--- src/rtl/encoder_pkg.sv ---
// Shared types and constants for the rotary-encoder parameter controller.
// UI state encodings and the unaccelerated step size.
package encoder_pkg;

    typedef enum logic [1:0] {
        HOME   = 2'd0,
        SELECT = 2'd1,
        EDIT   = 2'd2
    } UiState;

    localparam logic [1:0] UI_HOME   = 2'd0;
    localparam logic [1:0] UI_SELECT = 2'd1;
    localparam logic [1:0] UI_EDIT   = 2'd2;

    localparam int NORMAL_STEP = 1;

endpackage

--- src/rtl/param_step_sat.sv ---
// Saturating step of one parameter value, up or down.
// Pure combinational; flags whether the value actually moved.
module param_step_sat #(
    parameter int VALUE_W   = 8,
    parameter int MAX_VALUE = 255
) (
    input  logic [VALUE_W-1:0] old_value,
    input  logic [VALUE_W-1:0] step,
    input  logic               clockwise,
    output logic [VALUE_W-1:0] new_value,
    output logic               changed
);

    localparam logic [VALUE_W:0] MAX_EXT = MAX_VALUE[VALUE_W:0];

    logic [VALUE_W:0] sum_w;
    logic [VALUE_W:0] diff_w;

    // One extra bit catches both overflow and borrow before clamping.
    always_comb begin
        sum_w     = {1'b0, old_value} + {1'b0, step};
        diff_w    = {1'b0, old_value} - {1'b0, step};
        new_value = old_value;
        if (clockwise) begin
            if (sum_w > MAX_EXT) begin
                new_value = MAX_EXT[VALUE_W-1:0];
            end else begin
                new_value = sum_w[VALUE_W-1:0];
            end
        end else begin
            if (diff_w[VALUE_W]) begin
                new_value = '0;
            end else if (diff_w > MAX_EXT) begin
                new_value = MAX_EXT[VALUE_W-1:0];
            end else begin
                new_value = diff_w[VALUE_W-1:0];
            end
        end
        changed = (new_value != old_value);
    end

endmodule

--- src/rtl/encoder_param_controller.sv ---
// HOME/SELECT/EDIT controller for a bank of encoder-driven parameters.
// Accelerated saturating steps, inactivity timeout, registered update strobe.
module encoder_param_controller
    import encoder_pkg::*;
#(
    parameter int NUM_PARAMS     = 4,
    parameter int VALUE_W        = 8,
    parameter int MAX_VALUE      = 255,
    parameter int DEFAULT_VALUE  = 128,
    parameter int ACCEL_WINDOW   = 2_000_000,
    parameter int ACCEL_STEP     = 4,
    parameter int TIMEOUT_CYCLES = 500_000_000,
    localparam int IDX_W = (NUM_PARAMS > 1) ? $clog2(NUM_PARAMS) : 1
) (
    input  logic               clk,
    input  logic               reset,
    input  logic               click_stb,
    input  logic               clockwise,
    input  logic               switch_stb,
    output logic [1:0]         ui_state,
    output logic [IDX_W-1:0]   sel_index,
    output logic               param_update_stb,
    output logic [IDX_W-1:0]   param_index,
    output logic [VALUE_W-1:0] param_value,
    input  logic [IDX_W-1:0]   rd_index,
    output logic [VALUE_W-1:0] rd_value
);

    localparam int TMR_W = $clog2(ACCEL_WINDOW + 2);
    localparam int TO_W  = $clog2(TIMEOUT_CYCLES + 1);

    localparam logic [TMR_W-1:0]   TMR_SAT   = TMR_W'(ACCEL_WINDOW + 1);
    localparam logic [TMR_W-1:0]   TMR_WIN   = TMR_W'(ACCEL_WINDOW);
    localparam logic [TMR_W-1:0]   TMR_ONE   = TMR_W'(1);
    localparam logic [TO_W-1:0]    TO_LAST   = TO_W'(TIMEOUT_CYCLES - 1);
    localparam logic [VALUE_W-1:0] STEP_FAST = VALUE_W'(ACCEL_STEP);
    localparam logic [VALUE_W-1:0] STEP_NORM = VALUE_W'(NORMAL_STEP);
    localparam logic [VALUE_W-1:0] DEF_VAL   = VALUE_W'(DEFAULT_VALUE);
    localparam logic [IDX_W-1:0]   IDX_LAST  = IDX_W'(NUM_PARAMS - 1);

    UiState             state_q, state_d;
    logic [IDX_W-1:0]   sel_q, sel_d;
    logic [VALUE_W-1:0] params_q [NUM_PARAMS];
    logic [VALUE_W-1:0] params_d [NUM_PARAMS];
    logic               stb_q, stb_d;
    logic [IDX_W-1:0]   pidx_q, pidx_d;
    logic [VALUE_W-1:0] pval_q, pval_d;
    logic [TMR_W-1:0]   tmr_q, tmr_d;
    logic               dir_q, dir_d;
    logic [TO_W-1:0]    to_q, to_d;

    logic               click_ok;
    logic               fast;
    logic [VALUE_W-1:0] step;
    logic [IDX_W-1:0]   tgt_idx;
    logic [VALUE_W-1:0] old_value;
    logic [VALUE_W-1:0] new_value;
    logic               changed;

    // Pick the target parameter and the step size for this click.
    always_comb begin
        click_ok  = click_stb && !switch_stb;
        fast      = (dir_q == clockwise) && (tmr_q <= TMR_WIN);
        step      = fast ? STEP_FAST : STEP_NORM;
        tgt_idx   = (state_q == EDIT) ? sel_q : '0;
        old_value = params_q[tgt_idx];
    end

    param_step_sat #(
        .VALUE_W   (VALUE_W),
        .MAX_VALUE (MAX_VALUE)
    ) u_step (
        .old_value (old_value),
        .step      (step),
        .clockwise (clockwise),
        .new_value (new_value),
        .changed   (changed)
    );

    // UI state machine, parameter writes, acceleration and timeout.
    always_comb begin
        state_d  = state_q;
        sel_d    = sel_q;
        params_d = params_q;
        stb_d    = 1'b0;
        pidx_d   = pidx_q;
        pval_d   = pval_q;
        dir_d    = dir_q;
        to_d     = to_q;
        tmr_d    = (tmr_q == TMR_SAT) ? tmr_q : tmr_q + 1'b1;

        if (click_ok) begin
            tmr_d = TMR_ONE;
            dir_d = clockwise;
        end

        unique case (state_q)
            HOME: begin
                if (switch_stb) begin
                    state_d = SELECT;
                    sel_d   = '0;
                end else if (click_ok && changed) begin
                    params_d[tgt_idx] = new_value;
                    stb_d  = 1'b1;
                    pidx_d = tgt_idx;
                    pval_d = new_value;
                end
            end
            SELECT: begin
                if (switch_stb) begin
                    state_d = EDIT;
                end else if (click_ok) begin
                    if (clockwise) begin
                        sel_d = (sel_q == IDX_LAST) ? '0 : sel_q + 1'b1;
                    end else begin
                        sel_d = (sel_q == '0) ? IDX_LAST : sel_q - 1'b1;
                    end
                end
            end
            EDIT: begin
                if (switch_stb) begin
                    state_d = SELECT;
                end else if (click_ok && changed) begin
                    params_d[tgt_idx] = new_value;
                    stb_d  = 1'b1;
                    pidx_d = tgt_idx;
                    pval_d = new_value;
                end
            end
            default: state_d = HOME;
        endcase

        if (state_q == HOME) begin
            to_d = '0;
        end else if (click_stb || switch_stb) begin
            to_d = '0;
        end else if (to_q == TO_LAST) begin
            to_d    = '0;
            state_d = HOME;
        end else begin
            to_d = to_q + 1'b1;
        end
    end

    // State and bank registers; reset wins over every strobe.
    always_ff @(posedge clk) begin
        if (reset) begin
            state_q <= HOME;
            sel_q   <= '0;
            for (int i = 0; i < NUM_PARAMS; i++) begin
                params_q[i] <= DEF_VAL;
            end
            stb_q  <= 1'b0;
            pidx_q <= '0;
            pval_q <= '0;
            tmr_q  <= TMR_SAT;
            dir_q  <= 1'b0;
            to_q   <= '0;
        end else begin
            state_q  <= state_d;
            sel_q    <= sel_d;
            params_q <= params_d;
            stb_q    <= stb_d;
            pidx_q   <= pidx_d;
            pval_q   <= pval_d;
            tmr_q    <= tmr_d;
            dir_q    <= dir_d;
            to_q     <= to_d;
        end
    end

    // Combinational readback; out-of-range addresses read as zero.
    always_comb begin
        rd_value = '0;
        if (32'(rd_index) < NUM_PARAMS) begin
            rd_value = params_q[rd_index];
        end
    end

    assign ui_state         = state_q;
    assign sel_index        = sel_q;
    assign param_update_stb = stb_q;
    assign param_index      = pidx_q;
    assign param_value      = pval_q;

endmodule

--- config.mk ---
export PLATFORM = sky130hd
export DESIGN_NAME = encoder_param_controller
export DESIGN_NICKNAME = d
export VERILOG_FILES = /design/src/rtl/encoder_pkg.sv /design/src/rtl/param_step_sat.sv /design/src/rtl/encoder_param_controller.sv
export SDC_FILE = /design/constraint.sdc
export NUM_CORES = 1
export LEC_CHECK = 0
export CAP_MARGIN = 20
export CORE_ASPECT_RATIO = 1.5
export CORE_MARGIN = 10
export CORE_UTILIZATION = 60
export DETAILED_ROUTE_END_ITERATION = 8
export GPL_TIMING_DRIVEN = 0
export PLACE_DENSITY = 0.76
export SYNTH_ARGS = -nofsm -noshare
export SYNTH_HDL_FRONTEND = slang
export SYNTH_SLANG_ARGS = --single-unit
--- constraint.sdc ---
create_clock -name clk -period 4.4 [get_ports clk]
set_clock_uncertainty 0.05 [all_clocks]
set_input_delay 0.88 -clock clk [delete_from_list [all_inputs] [get_ports clk]]
set_output_delay 0.88 -clock clk [all_outputs]
set_load 0.02 [all_outputs]
== Word-level counts from Yosys, hierarchy flattened ==
Cells that the tools add are included.
Storage, ports and cells
  output and inout bits: 23
  word-level logic and storage cells: 86
  flip-flop bits (word level): 98
  input bits: 7
Operators by class
  $add $sub $neg: 6
  mux-type cells: 31
  reduce and logical (&&, ||, !) cells: 15
  order comparisons: 6
  equal/unequal tests: 11
  bitwise gates (word level): 4
Operator list (number)
  $mux 8: 9
  $mux 21: 2
  $bmux 8 s2: 2
  $bwmux 32: 1
  $add 29x1->29 const B: 1
  $eq 29x29->1 const B: 1
  $mux 2: 12
  $add 21x1->21 const B: 1
  $eq 21x21->1 const B: 1
  $le 21x21->1 const B: 1
  $gt 9x8->1 const B: 2
  $demux 8 s2: 1
  $add 8x3->9: 1
  $sub 8x3->9: 1
  $ne 2x2->1 const B: 4
  $ne 8x8->1: 1
  $pmux 2 s2: 2
  $ge 3x3->1 const B: 2
  $not 2->3: 2
  $eq 2x2->1 const B: 2
  $logic_and 1x1->1: 4
  $logic_not 2->1: 2
  $reduce_and 4->1: 1
  $reduce_or 2->1: 2
  14 further kinds: 15

== Logic depth before layout (Yosys ltp) ==
Gate-level depths: netlist of the first run.
  depth after elaboration: 14
  gate-level depth with buffers: 17
  mapped depth without buffers: 16

== Modules after synthesis ==
A second synthesis of the first run with hierarchy kept.
Second synthesis, totals
  cell total of the unflattened synthesis: 713
  area, all modules: 5952.0 µm²
By module, submodules not included
  encoder_param_controller: sequential area each 1961.9 µm², instances 1, cells each 573, area an instance 4931.0 µm²
  param_step_sat: sequential area each 0.0 µm², instances 1, cells each 140, area an instance 1021.0 µm²

== Least setup slack after synthesis of the first run ==
No wires, ideal clock.
  path kind: reg-to-reg
  from: register state_q[1] (netlist: ui_state[1])
  to: register params_q[3] (netlist bit)
  library setup time: 0.121 ns
  cell stages (with the launch flop): 18
  path buffers: 3
  period minus slack after synthesis: 4.166 ns
  slack: 0.234 ns
  required time: 4.229 ns
  arrival: 3.995 ns
  cell sequence: dfxtp_1 -> buf_2 -> and2b_1 -> buf_2 -> a31oi_1 -> o221ai_1 -> inv_1 -> ha_1 -> ha_1 -> a21oi_1 -> a2111oi_2 -> a41oi_1 -> mux2_1 -> o311a_1 -> a31oi_4 -> and3_1 -> buf_6 -> mux2_4
On the way
  word-level cells in the longest chain between the ends: 14
  elaborated cells on any way between the ends: 25
  classes of those cells: 2 x add/sub; 4 x order compare; 2 x eq/ne; 11 x mux; 1 x bitwise; 5 x reduce/logical
RTL lines
  from (decl): line encoder_param_controller.sv:41  | UiState state_q, state_d;
  from (signal assigned): line encoder_param_controller.sv:160  | state_q <= state_d;
  $eq 2x2->1: line encoder_param_controller.sv:65, encoder_param_controller.sv:97
  $mux 2: line encoder_param_controller.sv:65  | tgt_idx = (state_q == EDIT) ? sel_q : '0;
  $not 2->3 (implied by the code): line encoder_param_controller.sv:66, encoder_param_controller.sv:103, encoder_param_controller.sv:124
  $bmux 8 s2: line encoder_param_controller.sv:66  | old_value = params_q[tgt_idx];
  $mux 8 (implied by the code) (2 in series): line encoder_param_controller.sv:66
  $sub 8x3->9: line param_step_sat.sv:22  | diff_w = {1'b0, old_value} - {1'b0, step};
  $gt 9x8->1: line param_step_sat.sv:33  | end else if (diff_w > MAX_EXT) begin
  $mux 8: line param_step_sat.sv:33
  $mux 8: line param_step_sat.sv:31  | if (diff_w[VALUE_W]) begin
  $mux 8: line param_step_sat.sv:24  | if (clockwise) begin
  $ne 8x8->1: line param_step_sat.sv:39  | changed = (new_value != old_value);
  $logic_and 1x1->1: line encoder_param_controller.sv:102, encoder_param_controller.sv:123
  $reduce_and 3->1 (no line)
  to (signal assigned): line encoder_param_controller.sv:162  | params_q <= params_d;
  to (decl): line encoder_param_controller.sv:43  | logic [VALUE_W-1:0] params_q [NUM_PARAMS];
Several ways; a longest one is shown, not always the timed one. The select of a mux whose other input is x is not followed.
A chain may end at the register's enable or synchronous reset.

== Worst setup path after layout of the first run ==
  from: register sel_q[1] (netlist: sel_index[1])
  to: register params_q[11] (netlist bit)
On the way
  word-level cells in the longest chain between the ends: 13
  elaborated cells on any way between the ends: 22
  classes of those cells: 2 x add/sub; 4 x order compare; 1 x eq/ne; 11 x mux; 1 x bitwise; 3 x reduce/logical
RTL lines
  from (decl): line encoder_param_controller.sv:42  | logic [IDX_W-1:0] sel_q, sel_d;
  from (signal assigned): line encoder_param_controller.sv:161  | sel_q <= sel_d;
  $mux 2 (*): line encoder_param_controller.sv:65
  $not 2->3 (implied by the code) (*): line encoder_param_controller.sv:66, encoder_param_controller.sv:103, encoder_param_controller.sv:124
  $bmux 8 s2: line encoder_param_controller.sv:66
  $mux 8 (implied by the code) (2 in series): line encoder_param_controller.sv:66
  $sub 8x3->9: line param_step_sat.sv:22
  $gt 9x8->1: line param_step_sat.sv:33
  $mux 8: line param_step_sat.sv:33
  $mux 8: line param_step_sat.sv:31
  $mux 8: line param_step_sat.sv:24
  $ne 8x8->1: line param_step_sat.sv:39
  $logic_and 1x1->1: line encoder_param_controller.sv:102, encoder_param_controller.sv:123
  $reduce_and 3->1 (no line)
Mark *: on every way between the ends. The rest lies on a longest branch, timed or not. The select of a mux whose other input is x is not followed.

==> results of run 1 <==
-- metal layers --
| layer | GRT usage | wire length (um) |
|---|---|---|
| met4 | 0.0972 | 376 |
| met1 | 0.204 | 5300 |
| met5 | 0 | 0 |
| met2 | 0.349 | 6770 |
| met3 | 0.0407 | 565 |
-- worst min-delay path, cell delays in order (launching register included) --
cell and delay (ns):
dfxtp_1 0.31, nand2b_1 0.06, mux2i_1 0.06
-- cell usage in the layout, fill, tap and decap left out, types with 5 or more instances in the layout --
cell type,instances
or3_1,9
and3_1,11
clkbuf_16,9
nor2b_1,10
nand2b_1,36
nor2_1,76
nand4_1,17
dfxtp_1,98
o21ai_0,18
nand3_1,20
mux4_2,8
o22ai_1,5
xor2_1,33
a21oi_1,21
o21bai_1,8
buf_6,6
inv_1,18
mux2i_1,43
clkdlybuf4s50_1,25
o21a_1,5
ha_1,8
mux2_2,6
xnor2_1,20
buf_4,12
nand2_1,29
clkbuf_1,14
-- worst paths after layout --
check | startpoint | end | slack [ns] | cells past startpoint
hold / removal | param_value[1] | param_value[1] | 0.43 | 2
setup / recovery | sel_index[1] | params_q[11] | 0.22 | 16
hold reg to reg | param_value[1] | param_value[1] | 0.43 | 2
setup reg to reg | sel_index[1] | params_q[11] | 0.22 | 16
-- sequential cells by signal, summed over array words and instances (netlist names), 2 cells and up --
| name | cells |
|---|---|
| ui_state | 2 |
| tmr_q | 21 |
| params_q | 32 |
| param_index | 2 |
| sel_index | 2 |
| to_q | 29 |
| param_value | 8 |
-- through the flow --
step,instance area (um^2),hold slack [ns]
finish,6270,0.426
global route,6270,0.450
CTS,6190,0.431
detailed placement,5790,0.413
global placement,5790,0.413
floorplan,5390,0.403
-- power by group through the flow --
| stage | Clock (mW) | Sequential (mW) | Combinational [mW] |
|---|---|---|---|
| 5_1_grt | 0.823 | 0.933 | 0.340 |
| 3_3_place_gp | 0 | 0.948 | 0.277 |
| 2_1_floorplan | 0 | 0.954 | 0.199 |
| 6_report | 0.778 | 0.931 | 0.313 |
| 3_5_place_dp | 0 | 0.950 | 0.283 |
| 4_1_cts | 0.792 | 0.930 | 0.303 |
-- logic make-up (layout without fill, tap and decap cells) --
logic type      count (synthesis)  after routing  synth area share
compound gates                 86             86             0.112
xor+xnor                       53             53            0.0861
fa+ha+maj                      10             10            0.0232
buf+inv                        46             96            0.0415
flops                          98             98             0.364
mux                            61             61             0.135
simple gates                  243            243             0.239
-- cell type report --
| type | count | area (um^2) |
|---|---|---|
| plain buffers | 28 | 168 |
| clock buffers | 9 | 225 |
| clock inverters | 6 | 67.6 |
| well taps | 110 | 138 |
| fillers | 704 | 2560 |
| repair buffers | 35 | 330 |
| inverters | 18 | 67.6 |
| multi-input cells | 453 | 3310 |
| flip-flops and latches | 98 | 1960 |
-- repair_timing --
| item | 4_1_cts | 5_1_grt |
|---|---|---|
| resized for setup | 12 | 11 |
| buffers inserted | 5 | 4 |
| pin swaps | 2 | 4 |
| setup endpoints to repair | 43 | 37 |
==> run metrics, run 1 <==
count of non-filler cells in the finished layout=757; cells along the critical path=buf_2 > clkbuf_2 > mux2_2 > o22ai_1 > nor2_1 > ha_4 > nor2b_1 > nor3_2 > o2111ai_2 > nor4_4 > a21oi_1 > xnor2_1 > a31oi_4 > buf_4 > nand2_4 > mux2_2; number of synthesized flops with an enable pin=0; # clock sinks=98; gr usage total=0.192; max incr delay on CP=0.41 ns; VDD IR max=0.267 mV; sequential power share=0.460; Post-Route WL=13000 um; power per standard cell area=323 nW/um^2; Power Total=2.02 mW; Iteration-0 DRC Markers=299; CP required=4.59 ns; Longest Clk Path Bufs=2; cts bufs inserted=9; Rows=42; Top Family by Delay on Critical Path=simple AND/OR/NAND/NOR gates; Int Pwr=1.48 mW; IO Pins=30; maxcap violations=0; Die ar.=13300 um^2; die width=97.4 um; root buffer cell=clkbuf_16; sequential share of the synthesized area=0.364; Distinct cells, synth=64; antenna violations before repair=0; Worst Path Max Fanout=10; GP Congestion=0.867; area leader, netlist=dfxtp_1; Setup crit end kind=register; fmax=239 MHz; first-pass GRT wire length=21100 um; Post-Route Utilization=0.710; largest cells by area after synthesis=dfxtp_1 (36%), mux2i_1 (8.0%), xor2_1 (5.4%); Slew Limit Fails=0; ys async rst share=0; vias in the first global route=4380; Hold Path Class=reg2reg; Buf+Inv Stages, Crit Path=3; Tcrit/Tclk final=0.950; Die Y=136 um; Comb pwr share=0.155; synthesized area=5390 um^2; net count after synthesis=614; CTS tree=built; power share of the clock group=0.385; Pre-antenna DRT Iters=5; Clock Latency Late Sink=0.35 ns; Net Sw Frac=0.266; fin nets=660; synth warn=0; DRC viols=0; Mean Syn Cell Area=9.04 um^2; Syn Inst Count=597; # H-tree levels=3; Max-Slew Margin vs Limit=0.402; global route overflow=0; Synth Register Bits=98; CP arrival=4.37 ns; Psw=0.538 mW; dpl cells=733; pre-CTS setup slack=-1.00 ns; hpwl dp=9620 um; Commonest cells post-synth=dfxtp_1 (98), nor2_1 (76), mux2i_1 (43), nand2b_1 (36), xor2_1 (33); Leakage=2.32 nW; IO Port Bufs=26; Core ar.=8830 um^2; via/cell ratio=5.96; P&R area growth vs syn=16.2%; status=finished, final reports clean; via count=4512; Starting Density=0.611; CTS Hold Bufs=0; Fin. Hold Viols=0; top-area cell type share of the netlist area=0.364; startpoint types=register; drt wl/cell=17.2 um; largest net degree at the start of global routing=17; Crit Path Category=reg2reg; Crit path top cell by count=mux2_2; Tmin final=4.18 ns; Antenna diodes=0; Antenna Nets Post-Route=0; fraction of layout cells with a size suffix above 1=0.124; clock-pin transition on the worst setup and hold timing paths=0.07 ns; Crit-path slowest cell=nor4_4; total negative slack=0 ns; dominant synthesized flop cell=dfxtp_1; # setup viols final=0; final setup margin=0.220 ns; cell with the most instances after synthesis=dfxtp_1; actual slew at the worst max-slew pin=0.891 ns
Note: power is estimated with default switching activity, not from simulation.
==> run 2: changes to the inputs <==
- clock period: 4.4 -> 4.05 ns (I/O delays scaled with it)
==> run 2 against run 1 <==
Critical endpoint is now params_q[27]. Utilization increased by 1.0 points. Sequential power increased by 8%. Sequential cell count unchanged. First-iteration DRC count increased by 24%. Sequential share of layout area decreased by 0.40 points. Register-to-register slack got worse by 0.12 ns. Non-clock buffer count increased by 8. Cell area increased by 1.5%. Critical path depth unchanged. Global-route usage increased by 0.14 points.
==> run metrics, run 2 (same netlist as run 1, synthesis figures left out) <==
Worst Path Max Fanout=10; hold_ws=0.421 ns; CTS tree=built; clock-pin transition on the worst setup and hold timing paths=0.06 ns; Post-Route WL=13100 um; via/cell ratio=5.86; most frequent cells in the layout=dfxtp_1 (95), nor2_1 (75), mux2i_1 (43); most common cell after layout, fill and taps aside=dfxtp_1; Setup crit end kind=register; global route overflow=0; fraction of layout cells with a size suffix above 1=0.138; Net Sw Frac=0.256; Die ar.=13300 um^2; Filler cells=686; Worst Hold Path Cells=2; die width=97.4 um; Comb pwr share=0.154; CTS Hold Bufs=0; Leakage=2.35 nW; DRC viols=0; power per standard cell area=343 nW/um^2; Worst Hold Launch=param_value[1]; Die Y=136 um; R2R cell count=16; first-pass GRT wire length=21500 um; Hold EP=param_value[1]; Post-Route Utilization=0.721; Int Pwr=1.62 mW; power share of the clock group=0.382; # H-tree levels=3; vias in the first global route=4455; Tcrit/Tclk final=0.974; Rows=42; IO Pins=30; hpwl dp=9480 um; Pre-antenna DRT Iters=5; Tmin final=3.95 ns; Regs by FF count=params_q: 32 flops, to_q: 29 flops, tmr_q: 21 flops; count of non-filler cells in the finished layout=763; antenna violations before repair=0; maxcap violations=0; Power Total=2.18 mW; total negative slack=0 ns; fmax=253 MHz; via count=4472; R2R Setup Slk=0.10 ns; IO Port Bufs=26; Hold Path Class=reg2reg; Iteration-0 DRC Markers=370; P&R area growth vs syn=18.0%; actual slew at the worst max-slew pin=0.805 ns; Antenna Nets Post-Route=0; sequential power share=0.464; Psw=0.559 mW; Fin. Hold Viols=0; root buffer cell=clkbuf_16; Starting Density=0.611; max reg flops=32; reg2reg start=sel_index[1]; status=finished, final reports clean; reg2reg end=params_q[27]; gr usage total=0.194; cts bufs inserted=9; Antenna diodes=0; GP Congestion=0.956; Clock Latency Late Sink=0.34 ns; startpoint types=register; Crit Path Category=reg2reg; Max-Slew Margin vs Limit=0.458; fin nets=668; most flop-heavy register=params_q; CP arrival=4.13 ns; largest net degree at the start of global routing=15; # setup viols final=0; dpl cells=733; Slew Limit Fails=0; CP required=4.23 ns; Core ar.=8830 um^2; drt wl/cell=17.1 um; VDD IR max=0.440 mV; Longest Clk Path Bufs=2; # clock sinks=98
run 2: cell types whose count changed in the layout (fill, tap and decap cells not counted), sizes merged:
cell,before,now
buf,22,31
clkbuf,24,25
clkinv,3,0
clkinvlp,1,0
run 2: routing by layer:
layer  vias to the layer above  wire [um]  track usage
li1                       2201          -            -
met1                      2156       5430        0.218
met2                        90       6780        0.351
met3                        25        567       0.0330
met4                         0        293       0.0802
met5                         -          0            0
run 2: worst max-delay path by stage:
| stage | to | slack (ns) | cells past startpoint | startpoint |
|---|---|---|---|---|
| final | params_q[27] | 0.10 | 16 | sel_index[1] |
| after global routing | params_q[27] | -0.04 | 17 | ui_state[1] |
| after CTS | params_q[27] | 0.01 | 15 | clockwise |
| after detailed placement | params_q[3] | -1.06 | 15 | clockwise |
| after global placement | params_q[3] | -1.01 | 15 | clockwise |
| after floorplan | params_q[3] | 0.05 | 17 | ui_state[1] |
run 2: what timing repair did:
item                       4_1_cts  5_1_grt
gates cloned                     0        0
pin swaps                        3        8
setup buffers                   11        6
setup endpoints to repair       43       35
resized for setup               16       16
run 2: final cells by class:
type,instances,area (um^2),share of cell area
Multi-Input combinational cell,453,3320,0.522
Sequential cell,98,1970,0.309
Timing Repair Buffer,43,403,0.0633
Clock buffer,11,243,0.0382
Buffer,28,186,0.0293
Tap cell,110,138,0.0216
Inverter,18,67.6,0.0106
Clock inverter,2,38.8,0.00610
run 2: power by group through the flow:
stage	clock network (mW)	registers [mW]	logic (mW)
6_report	0.833	1.01	0.337
3_3_place_gp	0	1.03	0.299
3_5_place_dp	0	1.03	0.306
5_1_grt	0.878	1.01	0.366
2_1_floorplan	0	1.04	0.217
4_1_cts	0.848	1.01	0.327
run 2: per-stage QoR:
stage	area [um^2]	setup WS, ns
floorplan	5410	0.0520
global placement	5800	-1.01
detailed placement	5800	-1.06
CTS	6250	0.0121
global route	6360	-0.0442
finish	6360	0.105
run 2: critical path: stages (launching register included):
cell       delay (ns)
dfxtp_1          0.36
buf_4            0.18
buf_4            0.19
mux2_2           0.35
o22ai_1          0.14
nor2_2           0.11
ha_4             0.25
nor2b_1          0.15
nor3_2           0.24
o2111ai_2        0.22
nor4_4           0.40
a221oi_2         0.09
xnor2_1          0.17
a31oi_4          0.26
o21a_1           0.18
buf_6            0.16
mux2_1           0.32
